**config.mk**
```make
export PLATFORM = sky130hd
export DESIGN_NAME = yuv422_to_420_pack
export DESIGN_NICKNAME = d
export VERILOG_FILES = /design/src/rtl/yuv422_to_420_pack.sv
export SDC_FILE = /design/constraint.sdc
export NUM_CORES = 1
export LEC_CHECK = 0
export ABC_CLOCK_PERIOD_IN_PS = 3040
export BUFFER_PORTS_ARGS = -buffer_cell sky130_fd_sc_hd__buf_4
export CORE_MARGIN = 2
export CORE_UTILIZATION = 64
export CTS_BUF_LIST = sky130_fd_sc_hd__clkbuf_8
export CTS_CLUSTER_DIAMETER = 80
export DETAILED_ROUTE_END_ITERATION = 10
export PLACE_DENSITY = 0.82
export SYNTH_ARGS = -nofsm -noshare
export SYNTH_HDL_FRONTEND = slang
export SYNTH_SLANG_ARGS = --single-unit
```
**constraint.sdc**
```tcl
create_clock -name clk -period 3.04 [get_ports clk]
set_input_delay 0.304 -clock clk [delete_from_list [all_inputs] [get_ports clk]]
set_output_delay 0.304 -clock clk [all_outputs]
set_load 0.02 [all_outputs]
```
**src/rtl/yuv422_to_420_pack.sv**
```systemverilog
// Converts a YUYV 4:2:2 camera byte stream to 4:2:0 by keeping all bytes on even
// lines and only Y bytes on odd lines, buffering the result in a small byte FIFO.
module yuv422_to_420_pack #(
  parameter int LINE_PIXELS = 1280,
  parameter int FIFO_DEPTH  = 16
) (
  input  logic       clk,
  input  logic       rst_n,
  input  logic       cam_vsync,
  input  logic       cam_href,
  input  logic       cam_de,
  input  logic [7:0] cam_data,
  output logic [7:0] data_o,
  output logic       w_valid,
  input  logic       w_ready,
  output logic       frame_start,
  output logic       line_err,
  output logic       overflow
);

  localparam int AW = $clog2(FIFO_DEPTH);
  localparam logic [11:0] LINE_BYTES = 12'(2 * LINE_PIXELS);

  localparam logic [1:0] IDLE      = 2'd0;
  localparam logic [1:0] WAIT_LINE = 2'd1;
  localparam logic [1:0] LINE      = 2'd2;
  localparam logic [1:0] LINE_END  = 2'd3;

  logic [1:0]  state;
  logic [1:0]  state_nxt;
  logic        vsync_q;
  logic        parity;
  logic [11:0] byte_cnt;
  logic [7:0]  mem [FIFO_DEPTH];
  logic [AW:0] wr_ptr;
  logic [AW:0] rd_ptr;
  logic        vs_fall;
  logic        vs_rise;
  logic        byte_valid;
  logic        push_req;
  logic        pop;
  logic        full;
  logic        empty;
  logic        do_push;

  assign vs_fall    = vsync_q & ~cam_vsync;
  assign vs_rise    = ~vsync_q & cam_vsync;
  assign byte_valid = cam_href & cam_de;
  // Odd lines keep only even byte positions (the Y samples).
  assign push_req   = (state == LINE) & byte_valid & (~parity | ~byte_cnt[0]) & ~vs_rise;

  assign empty   = (wr_ptr == rd_ptr);
  assign full    = (wr_ptr[AW] != rd_ptr[AW]) && (wr_ptr[AW-1:0] == rd_ptr[AW-1:0]);
  assign pop     = ~empty & w_ready;
  assign do_push = push_req & (~full | pop);
  assign w_valid = ~empty;
  assign data_o  = mem[rd_ptr[AW-1:0]];

  // Next-state decode; a vsync rise aborts to IDLE from anywhere.
  always_comb begin
    state_nxt = state;
    if (vs_rise) begin
      state_nxt = IDLE;
    end else begin
      case (state)
        IDLE:      if (vs_fall)   state_nxt = WAIT_LINE; else state_nxt = IDLE;
        WAIT_LINE: if (cam_href)  state_nxt = LINE;      else state_nxt = WAIT_LINE;
        LINE:      if (!cam_href) state_nxt = LINE_END;  else state_nxt = LINE;
        LINE_END:  state_nxt = WAIT_LINE;
        default:   state_nxt = IDLE;
      endcase
    end
  end

  // Control state, line bookkeeping and status pulses.
  always_ff @(posedge clk or negedge rst_n) begin
    if (!rst_n) begin
      state       <= IDLE;
      vsync_q     <= 1'b0;
      parity      <= 1'b0;
      byte_cnt    <= 12'd0;
      frame_start <= 1'b0;
      line_err    <= 1'b0;
      overflow    <= 1'b0;
    end else begin
      state       <= state_nxt;
      vsync_q     <= cam_vsync;
      frame_start <= (state == IDLE) & vs_fall;
      line_err    <= (state == LINE_END) & (byte_cnt != LINE_BYTES) & ~vs_rise;
      if (vs_rise) begin
        parity   <= 1'b0;
        byte_cnt <= 12'd0;
      end else if (state == LINE_END) begin
        parity   <= ~parity;
        byte_cnt <= 12'd0;
      end else if ((state == LINE) && byte_valid && (byte_cnt != 12'hFFF)) begin
        byte_cnt <= byte_cnt + 12'd1;
      end
      if ((state == IDLE) && vs_fall) begin
        overflow <= 1'b0;
      end else if (push_req && full && !pop) begin
        overflow <= 1'b1;
      end
    end
  end

  // FIFO pointers wrap naturally over 2*FIFO_DEPTH.
  always_ff @(posedge clk or negedge rst_n) begin
    if (!rst_n) begin
      wr_ptr <= '0;
      rd_ptr <= '0;
    end else begin
      if (do_push) wr_ptr <= wr_ptr + {{AW{1'b0}}, 1'b1};
      if (pop)     rd_ptr <= rd_ptr + {{AW{1'b0}}, 1'b1};
    end
  end

  // FIFO storage; contents are meaningless while the pointers say empty.
  always_ff @(posedge clk) begin
    if (do_push) mem[wr_ptr[AW-1:0]] <= cam_data;
  end

endmodule

```
After elaboration in Yosys (flattened, before gate mapping)
Memories as Yosys holds them, arrays and structs flattened.
Index checks and enable logic that the tools add are counted.
- word-level logic and storage cells: 66
- bits in latches: 0
- register bits: 29
- input port bits: 14
- memories: 1
- memory bits (read-only): 0
- memory bits (writable): 128
- reduce and logical (&&, ||, !) cells: 11
- bitwise operators: 20
- shift-type cells: 0
- add/subtract/negate cells: 3
- multiply operators: 0
- equal/unequal tests: 8
- divide/modulo/power cells: 0
- multiplexer cells: 14
- $lt $le $gt $ge: 0
- memory list (memory ; words ; width ; read ports ; clocked after memory_dff ; wr ports ; RTL line ; RTL):
    mem ; 16 ; 8 ; 1 ; 0 ; 1 ; 34 ; logic [7:0] mem [FIFO_DEPTH];
- operators with widths (cell ; count):
    2-to-1 mux 12 bit ; 3
    inequality test 12 bit, second input constant ; 2
    adder 12 x 1 -> 12 bit, second input constant ; 1
    bitwise AND 1 bit ; 11
    adder 5 x 1 -> 5 bit, second input constant ; 2
    2-to-1 mux 1 bit ; 8
    one-hot mux 2 bit (4 select lines) ; 1
    inverter 1 bit ; 7
    logical AND 1 bit ; 6
    equality test 5 bit ; 1
    equality test 2 bit, second input constant ; 2
    equality test 4 bit ; 1
    2-to-1 mux 2 bit ; 2
    nonzero test 2 bit ; 2
    nonzero test 3 bit ; 1
    equality test 2 x 1 -> 1 bit, second input constant ; 1
    logical NOT 2 bit ; 1
    bitwise OR 1 bit ; 2
    logical NOT 1 bit ; 1
    inequality test 1 bit ; 1

Depth between registers and ports, before layout
Gate-level depths: netlist of run 1.
- depth after elaboration: 8
- mapped depth: 7
- mapped depth without buffers: 5

Worst setup path after synthesis of run 1
OpenSTA, ideal clock, no wires.
- path type: reg2reg
- from: register rd_ptr[4]
- to: memory mem[2][0], enable pin
- clock period less this slack: 2.448 ns
- library setup time: 0.395 ns
- setup slack: 0.592 ns
- path buffers: 0
- data required time: 2.645 ns
- arrival time: 2.053 ns
- stages on the path, launching flop included: 5
- cells stage by stage: dfrtp_1 > xnor2_1 > nor2_1 > a21oi_4 > nor4bb_1
- word-level cells in the longest chain between the ends: 7
- elaborated cells on any way between the ends: 10
- ends and longest elaborated chain (what ; RTL line ; RTL):
    start: declaration ; 36 ; logic [AW:0] rd_ptr;
    start signal: assignment ; 114 ; if (pop) rd_ptr <= rd_ptr + {{AW{1'b0}}, 1'b1};
    equality test 5 bit or inequality test 1 bit (tied branches) ; 52, 53 ;
    inverter 1 bit or logical AND 1 bit (tied branches) ; 54, 53 ;
    bitwise AND 1 bit or inverter 1 bit (tied branches) ; 54, 55 ;
    bitwise OR 1 bit (*) ; 55 ; assign do_push = push_req & (~full | pop);
    bitwise AND 1 bit (*) ; 55 ;
    2-to-1 mux 1 bit (*) ; 120 ; if (do_push) mem[wr_ptr[AW-1:0]] <= cam_data;
    2-to-1 mux 1 bit (implied by the code) (*) ; 120 ;
    end: declaration ; 34 ;
Every way passes the cells marked *; elsewhere a longest branch is shown, timed or not.

Final worst setup path of run 1
- from: register rd_ptr[0]
- to: output data_o[6]
- word-level cells in the longest chain between the ends: 1
- ends and longest elaborated chain (what ; RTL line ; RTL):
    memory (16 x 8 bit) ; -- ;
    end: declaration ; 13 ; output logic [7:0] data_o,
Every way passes these cells.

==> results of run 1 <==
-- worst max path at each step --
stage / startpoint / to / slack (ns) / depth (start not counted)
after floorplan: rd_ptr[4] / mem[2][0] / 0.59 / 4
final: rd_ptr[0] / data_o[6] / 0.22 / 5
after global routing: rd_ptr[0] / data_o[2] / 0.08 / 5
after global placement: wr_ptr[3] / mem[8][2] / 0.68 / 4
after detailed placement: rd_ptr[0] / mem[9][3] / 0.62 / 4
after CTS: rd_ptr[0] / data_o[6] / 0.14 / 5
-- through the flow --
| step | power [uW] | cells |
|---|---|---|
| 2_1_floorplan | 3940 | 386 |
| 3_3_place_gp | 4400 | 536 |
| 3_5_place_dp | 4470 | 536 |
| 4_1_cts | 5820 | 570 |
| 5_1_grt | 6040 | 570 |
| 6_report | 5780 | 570 |
-- report_power, final --
group	switching, uW	internal (uW)	total (uW)
clock	790	578	1370
sequential	184	2420	2600
combinational	956	855	1810
total	1930	3850	5780
-- registers in the layout, indices dropped and copies added (netlist names) --
| name | cells |
|---|---|
| overflow | 1 |
| line_err | 1 |
| mem | 128 |
| state | 2 |
| frame_start | 1 |
| wr_ptr | 5 |
| vsync_q | 1 |
| parity | 1 |
| rd_ptr | 5 |
| byte_cnt | 12 |
-- worst max-delay path, stage by stage, from the launching register on --
cell and delay, ns:
sky130_fd_sc_hd__dfrtp_2 0.65, sky130_fd_sc_hd__buf_4 0.34, sky130_fd_sc_hd__mux4_2 0.56, sky130_fd_sc_hd__mux2i_1 0.21
sky130_fd_sc_hd__a21oi_1 0.12, sky130_fd_sc_hd__buf_4 0.17
-- cell usage after synthesis, types with 2 or more instances --
master | count | area share
sky130_fd_sc_hd__edfxtp_1 | 128 | 0.58
sky130_fd_sc_hd__or3_1 | 4 | 0.0038
sky130_fd_sc_hd__nand3_1 | 9 | 0.0068
sky130_fd_sc_hd__and3_1 | 2 | 0.0019
sky130_fd_sc_hd__and4b_1 | 9 | 0.014
sky130_fd_sc_hd__nor2_1 | 11 | 0.0062
sky130_fd_sc_hd__clkbuf_1 | 6 | 0.0034
sky130_fd_sc_hd__o31ai_1 | 2 | 0.0023
sky130_fd_sc_hd__buf_2 | 8 | 0.0060
sky130_fd_sc_hd__a211oi_1 | 14 | 0.016
sky130_fd_sc_hd__nand2_1 | 13 | 0.0073
sky130_fd_sc_hd__nand4_1 | 5 | 0.0047
sky130_fd_sc_hd__xor2_1 | 12 | 0.016
sky130_fd_sc_hd__ha_1 | 7 | 0.013
sky130_fd_sc_hd__mux2i_1 | 8 | 0.012
sky130_fd_sc_hd__a21oi_1 | 20 | 0.015
sky130_fd_sc_hd__and4_1 | 4 | 0.0053
sky130_fd_sc_hd__xnor2_1 | 3 | 0.0039
sky130_fd_sc_hd__buf_4 | 3 | 0.0034
sky130_fd_sc_hd__mux4_2 | 32 | 0.11
sky130_fd_sc_hd__and4bb_1 | 3 | 0.0056
sky130_fd_sc_hd__inv_1 | 7 | 0.0039
sky130_fd_sc_hd__dfrtp_1 | 29 | 0.11
sky130_fd_sc_hd__o21ai_0 | 5 | 0.0038
sky130_fd_sc_hd__a31oi_1 | 2 | 0.0019
sky130_fd_sc_hd__nor2b_1 | 9 | 0.0084
sky130_fd_sc_hd__or4_1 | 2 | 0.0023
sky130_fd_sc_hd__buf_6 | 4 | 0.0068
sky130_fd_sc_hd__nor3_1 | 4 | 0.0030
-- metal layers --
layer / part of all wire / vias up / GRT usage
li1: - / 1629 / -
met1: 0.40 / 1783 / 0.318
met2: 0.54 / 130 / 0.409
met3: 0.057 / 14 / 0.0521
met4: 0.0098 / 0 / 0.0808
met5: 0 / - / 0
-- timing repair --
action | in CTS | in global routing
gates resized for setup | 0 | 0
hold buffers | 2 | 0
hold endpoints to repair | 30 | 0
-- logic make-up after synthesis --
| family | share of synthesized area |
|---|---|
| compound gates | 0.0516 |
| xor+xnor | 0.0197 |
| fa+ha+maj | 0.0131 |
| buf+inv | 0.0242 |
| flops | 0.686 |
| mux | 0.124 |
| simple gates | 0.0822 |
-- cell type report --
class	instances	area, sq um
Clock buffer	17	234
Inverter	7	26.3
Tap cell	136	170
Fill cell	622	2890
Clock inverter	15	115
Sequential cell	157	4570
Timing Repair Buffer	38	290
Multi-Input combinational cell	200	1930
==> results by stage, run 1 <==
Worst setup path:
- The worst path arrival time is around 2.5 ns.
- The worst flop-to-flop path startpoint is wr_ptr[3].
- Of all nets on the critical path, the largest fanout is 15.
- The slack of the worst reg-to-reg path is between 0.5 and 0.6 ns.
- The worst register-to-register path ends at mem[10][0].
- The required time at the worst-slack endpoint is between 2 and 3 ns.
- The logic depth of the worst register-to-register path is 4.
- The startpoint type of the worst setup path is a flip-flop.
- The nature of the critical path endpoint is an output port.
- The critical path is of the reg -> out type.

Cells and area:
- In the layout the commonest cells are 128 x sky130_fd_sc_hd__edfxtp_1, 36 x sky130_fd_sc_hd__buf_4, 32 x sky130_fd_sc_hd__mux4_2.
- For this run, the share of the core covered by cells in the final layout is 0.718.
- The area added between synthesis and finish is 10.1%.
- The leading cell type in the layout, fill and taps excluded is sky130_fd_sc_hd__edfxtp_1.
- The post-route standard cell area excluding fillers is 7340 sq um.
- The antenna cell count is 0.
- The share of final-layout standard cells stronger than drive strength 1 is 0.244.
- The final layout contains ~440 nets.

Placement:
- Once placement finished, the instance area stood at 6970 sq um.
- Before CTS, the worst setup slack after placement is 0.616 ns.
- The detailed placer's ending HPWL is between 8000 and 9000 um.
- In this run the tool buffered the top-level ports with 25 buffer cells.
- The global placer's final weighted congestion is 0.874.

Timing:
- Dividing the final minimum period by the clock period gives 0.926.
- The worst max-slew margin expressed relative to the limit is 0.459.
- The smallest clock period supported by the final layout is computed as 2.82 ns.
- At the pin with the least slew margin, the transition time is 0.807 ns.
- The worst path meets setup with approximately 0.22 ns of slack.
- In the final timing run, aggregate negative setup slack is 0 ns.
- Based on the critical path, the design can be clocked at up to 355 MHz.
- Hold is met by 0.0875 ns.
- The final hold violation count is 0.
- The total count of max-transition violations in the final report is 0.
- Setup repair after global routing left no endpoint under its margin.
- The clock tree skew after final layout is 0.00831 ns.
- Setup violations remaining at the end of the flow were counted as 0.

Global routing:
- The number of antenna violations at the first check in global routing is 0.
- The overall fraction of global-route tracks in use is 0.242.
- The first global-routing pass estimated between 15000 and 20000 um of wire.
- The total global routing overflow is 0.
- The number of global-route vias before repair is 3601.
- The maximum number of pins on one net before global-route repair is 36.

Power:
- IR analysis of the VDD net gives a maximum drop of 0.522 mV.
- The static power due to leakage is 0.00256 uW.
- The power density relative to cell area is 787 nW/um^2.

Clock tree:
- The number of clock sinks is 157.
- The clock reaches the later pin of the worst-skew pair after 0.44 ns.
- TritonCTS built the clock tree.
- Clock tree synthesis inserted a total of 17 buffers.
- The post-CTS setup buffer count is 0.
- The clock root buffer master is sky130_fd_sc_hd__clkbuf_8.
- Clock-pin slew was measured on the worst setup and hold paths at 0.08 ns.
- The longest clock path from root to sink contains 2 buffers.
- The H-tree depth is 4.

Route:
- The first routing iteration left 216 violations.
- The number of remaining DRC errors is 0.
- Summed over all layers, the routed wires come to 12300 um.
- After detailed routing, the number of vias per cell comes to 6.24.
- Across all layers, the routed design uses 3556 vias.
- The number of iterations in the first detailed-routing pass is 5.
- The number of routed nets with antenna violations is 0.
- The routed length per placed instance is ~22 um.

Synthesis:
- Yosys printed 0 warnings.
- The distinct cell type count of the synthesized netlist is 50.
- In this run the mean area of a mapped cell was 17.3 sq um.
- The most common flop cell mapped by yosys is sky130_fd_sc_hd__edfxtp_1.
- The total of flip-flops plus latches after synthesis is 157.
- The mapped netlist covers ~6700 sq um.
- The number of nets in the synthesized netlist is 407.
- The cell count after synthesis is 386.
- In this run, synthesis inferred 128 flip-flops with an integrated enable.
- The share of the Yosys chip area taken by registers is 0.686.
- After synthesis, the share of flip-flops with an asynchronous set or reset is 0.185.

Hold path:
- The type of the worst min-delay path is in -> reg.
- Along the worst hold path, the cell count comes to 2.
- The hold-critical path endpoint is state[0].
- The worst min-delay path startpoint is cam_href.

Floorplan:
- The floorplan step set the die height to 106 um.
- For this configuration, the core starts out at a cell density of 0.651.
- The placement row count is 37.
- The die covers 11200 sq um.
- The core footprint is 10200 sq um.
- The boundary pin count is 26.
- The die is 106 um wide.

Run:
- The tool flagged a number of max-cap violations equal to 0.

Status:
- The flow ran to the end, and the final reports show no timing, DRC or antenna violations.
Power figures use the tool's default switching activity.
==> inputs of run 2 (changes only) <==
ABC_CLOCK_PERIOD_IN_PS = 2300   (was 3040)
CORE_UTILIZATION = 58   (was 64)
PLACE_DENSITY = 0.78   (was 0.82)
clock period = 2.3 ns   (was 3.04 ns; I/O delays follow)
==> run 2 against run 1 <==
  * The run now ends with negative setup slack left
  * Combinational power is 60% higher
  * Clock-buffer cell count stayed put
  * Via count increased by 1.6%
  * Sequential power grew 28%
  * Clock power increased by 51%
  * Final area rose by 4.7%
==> results by stage, run 2 (synthesized netlist as in run 1, its figures left out) <==
Clock tree:
- The clock root buffer master is sky130_fd_sc_hd__clkbuf_8 (unchanged).
- The number of clock sinks is 157 (unchanged).
- The clock transition at the registers of the reported paths is 0.08 ns (about the same).
- The total clock buffers created by CTS was 17 (unchanged).
- The clock insertion delay at the later pin of the skew report is 0.44 ns (about the same).
- The CTS tree is done (unchanged).
- The maximum root-to-sink buffer count is 2 (unchanged).
- The H-tree depth is 4 (unchanged).

Global routing:
- The maximum number of pins on one net before global-route repair is 36 (unchanged).
- The overall fraction of global-route tracks in use was 0.216 (was 0.242).
- The wire length of the first global-routing pass came to 19900 um (was 19800 um).
- The number of antenna violations at the first check in global routing is 0 (unchanged).
- The total global routing overflow is 0 (unchanged).
- The number of global-route vias before repair is 3700 (was 3601).

Timing:
- The transition at the pin with the smallest max-transition slack is 0.584 ns (was 0.807 ns).
- The routed design could run at a clock period as short as 2.43 ns.
- The clock tree skew after final layout came to 0.0100 ns (was 0.00831 ns).
- The fmax is between 400 and 500 MHz.
- The final setup slack of the worst path came to -0.132 ns (was 0.224 ns).
- The final hold violation count is 0 (unchanged).
- The total count of max-transition violations in the final report is 0 (unchanged).
- The final period utilization is 1.06.
- The worst max-slew margin expressed relative to the limit is 0.609 (was 0.459).
- The count of final setup violators is 8 (was 0).
- Setup repair after global routing missed its margin: true (was false).

Cells and area:
- The antenna cell count is 0 (unchanged).
- The final net count is 459 (was 442).
- The area added between synthesis and finish is 15.3% (was 10.1%).
- The post-layout utilization of the core is 0.679 (was 0.718).
- Highest-count cells in the layout ignoring fill and taps: 128 x sky130_fd_sc_hd__edfxtp_1, 46 x sky130_fd_sc_hd__buf_4, 32 x sky130_fd_sc_hd__mux4_2 (was 128 x sky130_fd_sc_hd__edfxtp_1, 36 x sky130_fd_sc_hd__buf_4, 32 x sky130_fd_sc_hd__mux4_2).
- The number of flip-flops in the largest register came to 128 (unchanged).
- The share of final-layout standard cells stronger than drive strength 1 is 0.304 (was 0.244).
- The leading cell type in the layout, fill and taps excluded is sky130_fd_sc_hd__edfxtp_1 (unchanged).

Floorplan:
- The die outline width came to 111 um (was 106 um).
- The floorplan die height is 111 um (was 106 um).
- The boundary pin count is 26 (unchanged).
- The area enclosed by the die boundary came to 12400 sq um (was 11200 sq um).
- The starting density of the core is 0.589 (was 0.651).
- The placement row count is 39 (was 37).
- The core footprint came to 11300 sq um (was 10200 sq um).

Worst setup path:
- The logic depth of the worst register-to-register path is 5 (was 4).
- The kind of critical path is reg -> out (unchanged).
- The startpoint of the most critical setup path was rd_ptr[0] (unchanged).
- The worst flop-to-flop path startpoint is rd_ptr[0] (was wr_ptr[3]).
- The top fanout value on the critical path is 8 (was 15).
- The required time at the worst-slack endpoint was 2.07 ns (was 2.74 ns).
- The worst path arrival time is 2.20 ns (was 2.51 ns).
- The capturing instance or port of the critical path is data_o[2] (was data_o[6]).
- The nature of the critical path endpoint is an output port (unchanged).
- The slack of the worst reg-to-reg path is 0.13 ns (was 0.59 ns).
- The endpoint of the lowest-slack register-to-register path was mem[5][1] (was mem[10][0]).
- The startpoint type of the worst setup path is a flip-flop (unchanged).

Placement:
- The detailed placer's ending HPWL is 7990 um (was 8280 um).
- The setup slack after placement is 0.184 ns (was 0.616 ns).
- The quantity of I/O buffers inserted on ports came to 25 (unchanged).
- The global placer's final weighted congestion came to 0.806 (was 0.874).

Route:
- The total routed wirelength is 12600 um (was 12300 um).
- The post-detailed-route via-to-cell ratio was 6.08 (was 6.24).
- The number of remaining DRC errors is 0 (unchanged).
- The routed length per placed instance was 21.3 um (was 21.7 um).
- The starting DRC count in detailed routing was 231 (was 216).
- The number of routed nets with antenna violations is 0 (unchanged).
- The count of vias placed by the detailed router is 3614 (was 3556).
- The number of iterations in the first detailed-routing pass is 4 (was 5).

Power:
- The power density relative to cell area was 1080 nW/um^2 (was 787 nW/um^2).
- The worst ir drop on vdd is 0.919 mV (was 0.522 mV).
- The static power due to leakage was 0.00272 uW (was 0.00256 uW).

Status:
- Status: complete, but fails checks (was complete, no violations).
- The final reports fail on negative setup slack.

Hold path:
- The type of the worst min-delay path was in -> reg (unchanged).

Run:
- The number of max-cap violations is 0 (unchanged).
-- run 2: worst min-delay path by stage --
stage	start	endpoint	slack (ns)	depth (start not counted)
6_report	cam_data[0]	mem[0][0]	0.09	1
5_1_grt	cam_data[0]	mem[0][0]	0.09	1
4_1_cts	cam_data[0]	mem[14][0]	0.07	1
3_5_place_dp	rst_n	byte_cnt[3]	0.17	1
3_3_place_gp	rst_n	byte_cnt[3]	0.17	1
2_1_floorplan	rst_n	byte_cnt[0]	-0.07	0
-- run 2: what timing repair did --
item / 4_1_cts / 5_1_grt
setup endpoints to repair: 8 / 15
gates resized for setup: 24 / 1
hold buffers: 3 / 0
cloned: 0 / 0
pin swaps: 9 / 0
hold endpoints to repair: 32 / 0
buffers inserted: 3 / 0
-- run 2: per-layer routing --
metal | GRT usage | part of all wire
met1 | 0.290 | 0.41
met2 | 0.342 | 0.51
met3 | 0.0498 | 0.060
met4 | 0.0963 | 0.018
met5 | 0 | 0
-- run 2: area by class of cell --
type	instances	area (sq um)
Clock buffer	17	234
Clock inverter	15	171
Fill cell	760	3640
Inverter	7	26.3
Multi-Input combinational cell	200	2020
Sequential cell	157	4570
Tap cell	143	179
Timing Repair Buffer	55	482
-- run 2: where the power goes --
part,total (uW),switching (uW),leakage [uW],internal [uW]
sequential,3330,132,0.00153,3200
clock,2070,997,0.000203,1070
combinational,2900,1500,0.000989,1400
total,8290,2630,0.00272,5660
-- run 2: through the flow --
step	power, uW	TNS (ns)	hold WS [ns]	std cells	cell area (sq um)
floorplan	5210	0	-0.0656	386	6670
global placement	5920	0	0.173	556	7110
detailed placement	5990	0	0.175	556	7110
CTS	8330	-0.851	0.0739	594	7680
global route	8670	-1.39	0.0930	594	7680
finish	8290	-0.687	0.0947	594	7680
-- run 2: critical path, stage by stage, from the launching register on --
cell and delay (ns):
sky130_fd_sc_hd__dfrtp_2 0.46, sky130_fd_sc_hd__buf_12 0.17, sky130_fd_sc_hd__mux4_2 0.51, sky130_fd_sc_hd__nor2b_1 0.16, sky130_fd_sc_hd__a211oi_2 0.22, sky130_fd_sc_hd__a21oi_1 0.07
sky130_fd_sc_hd__buf_4 0.17
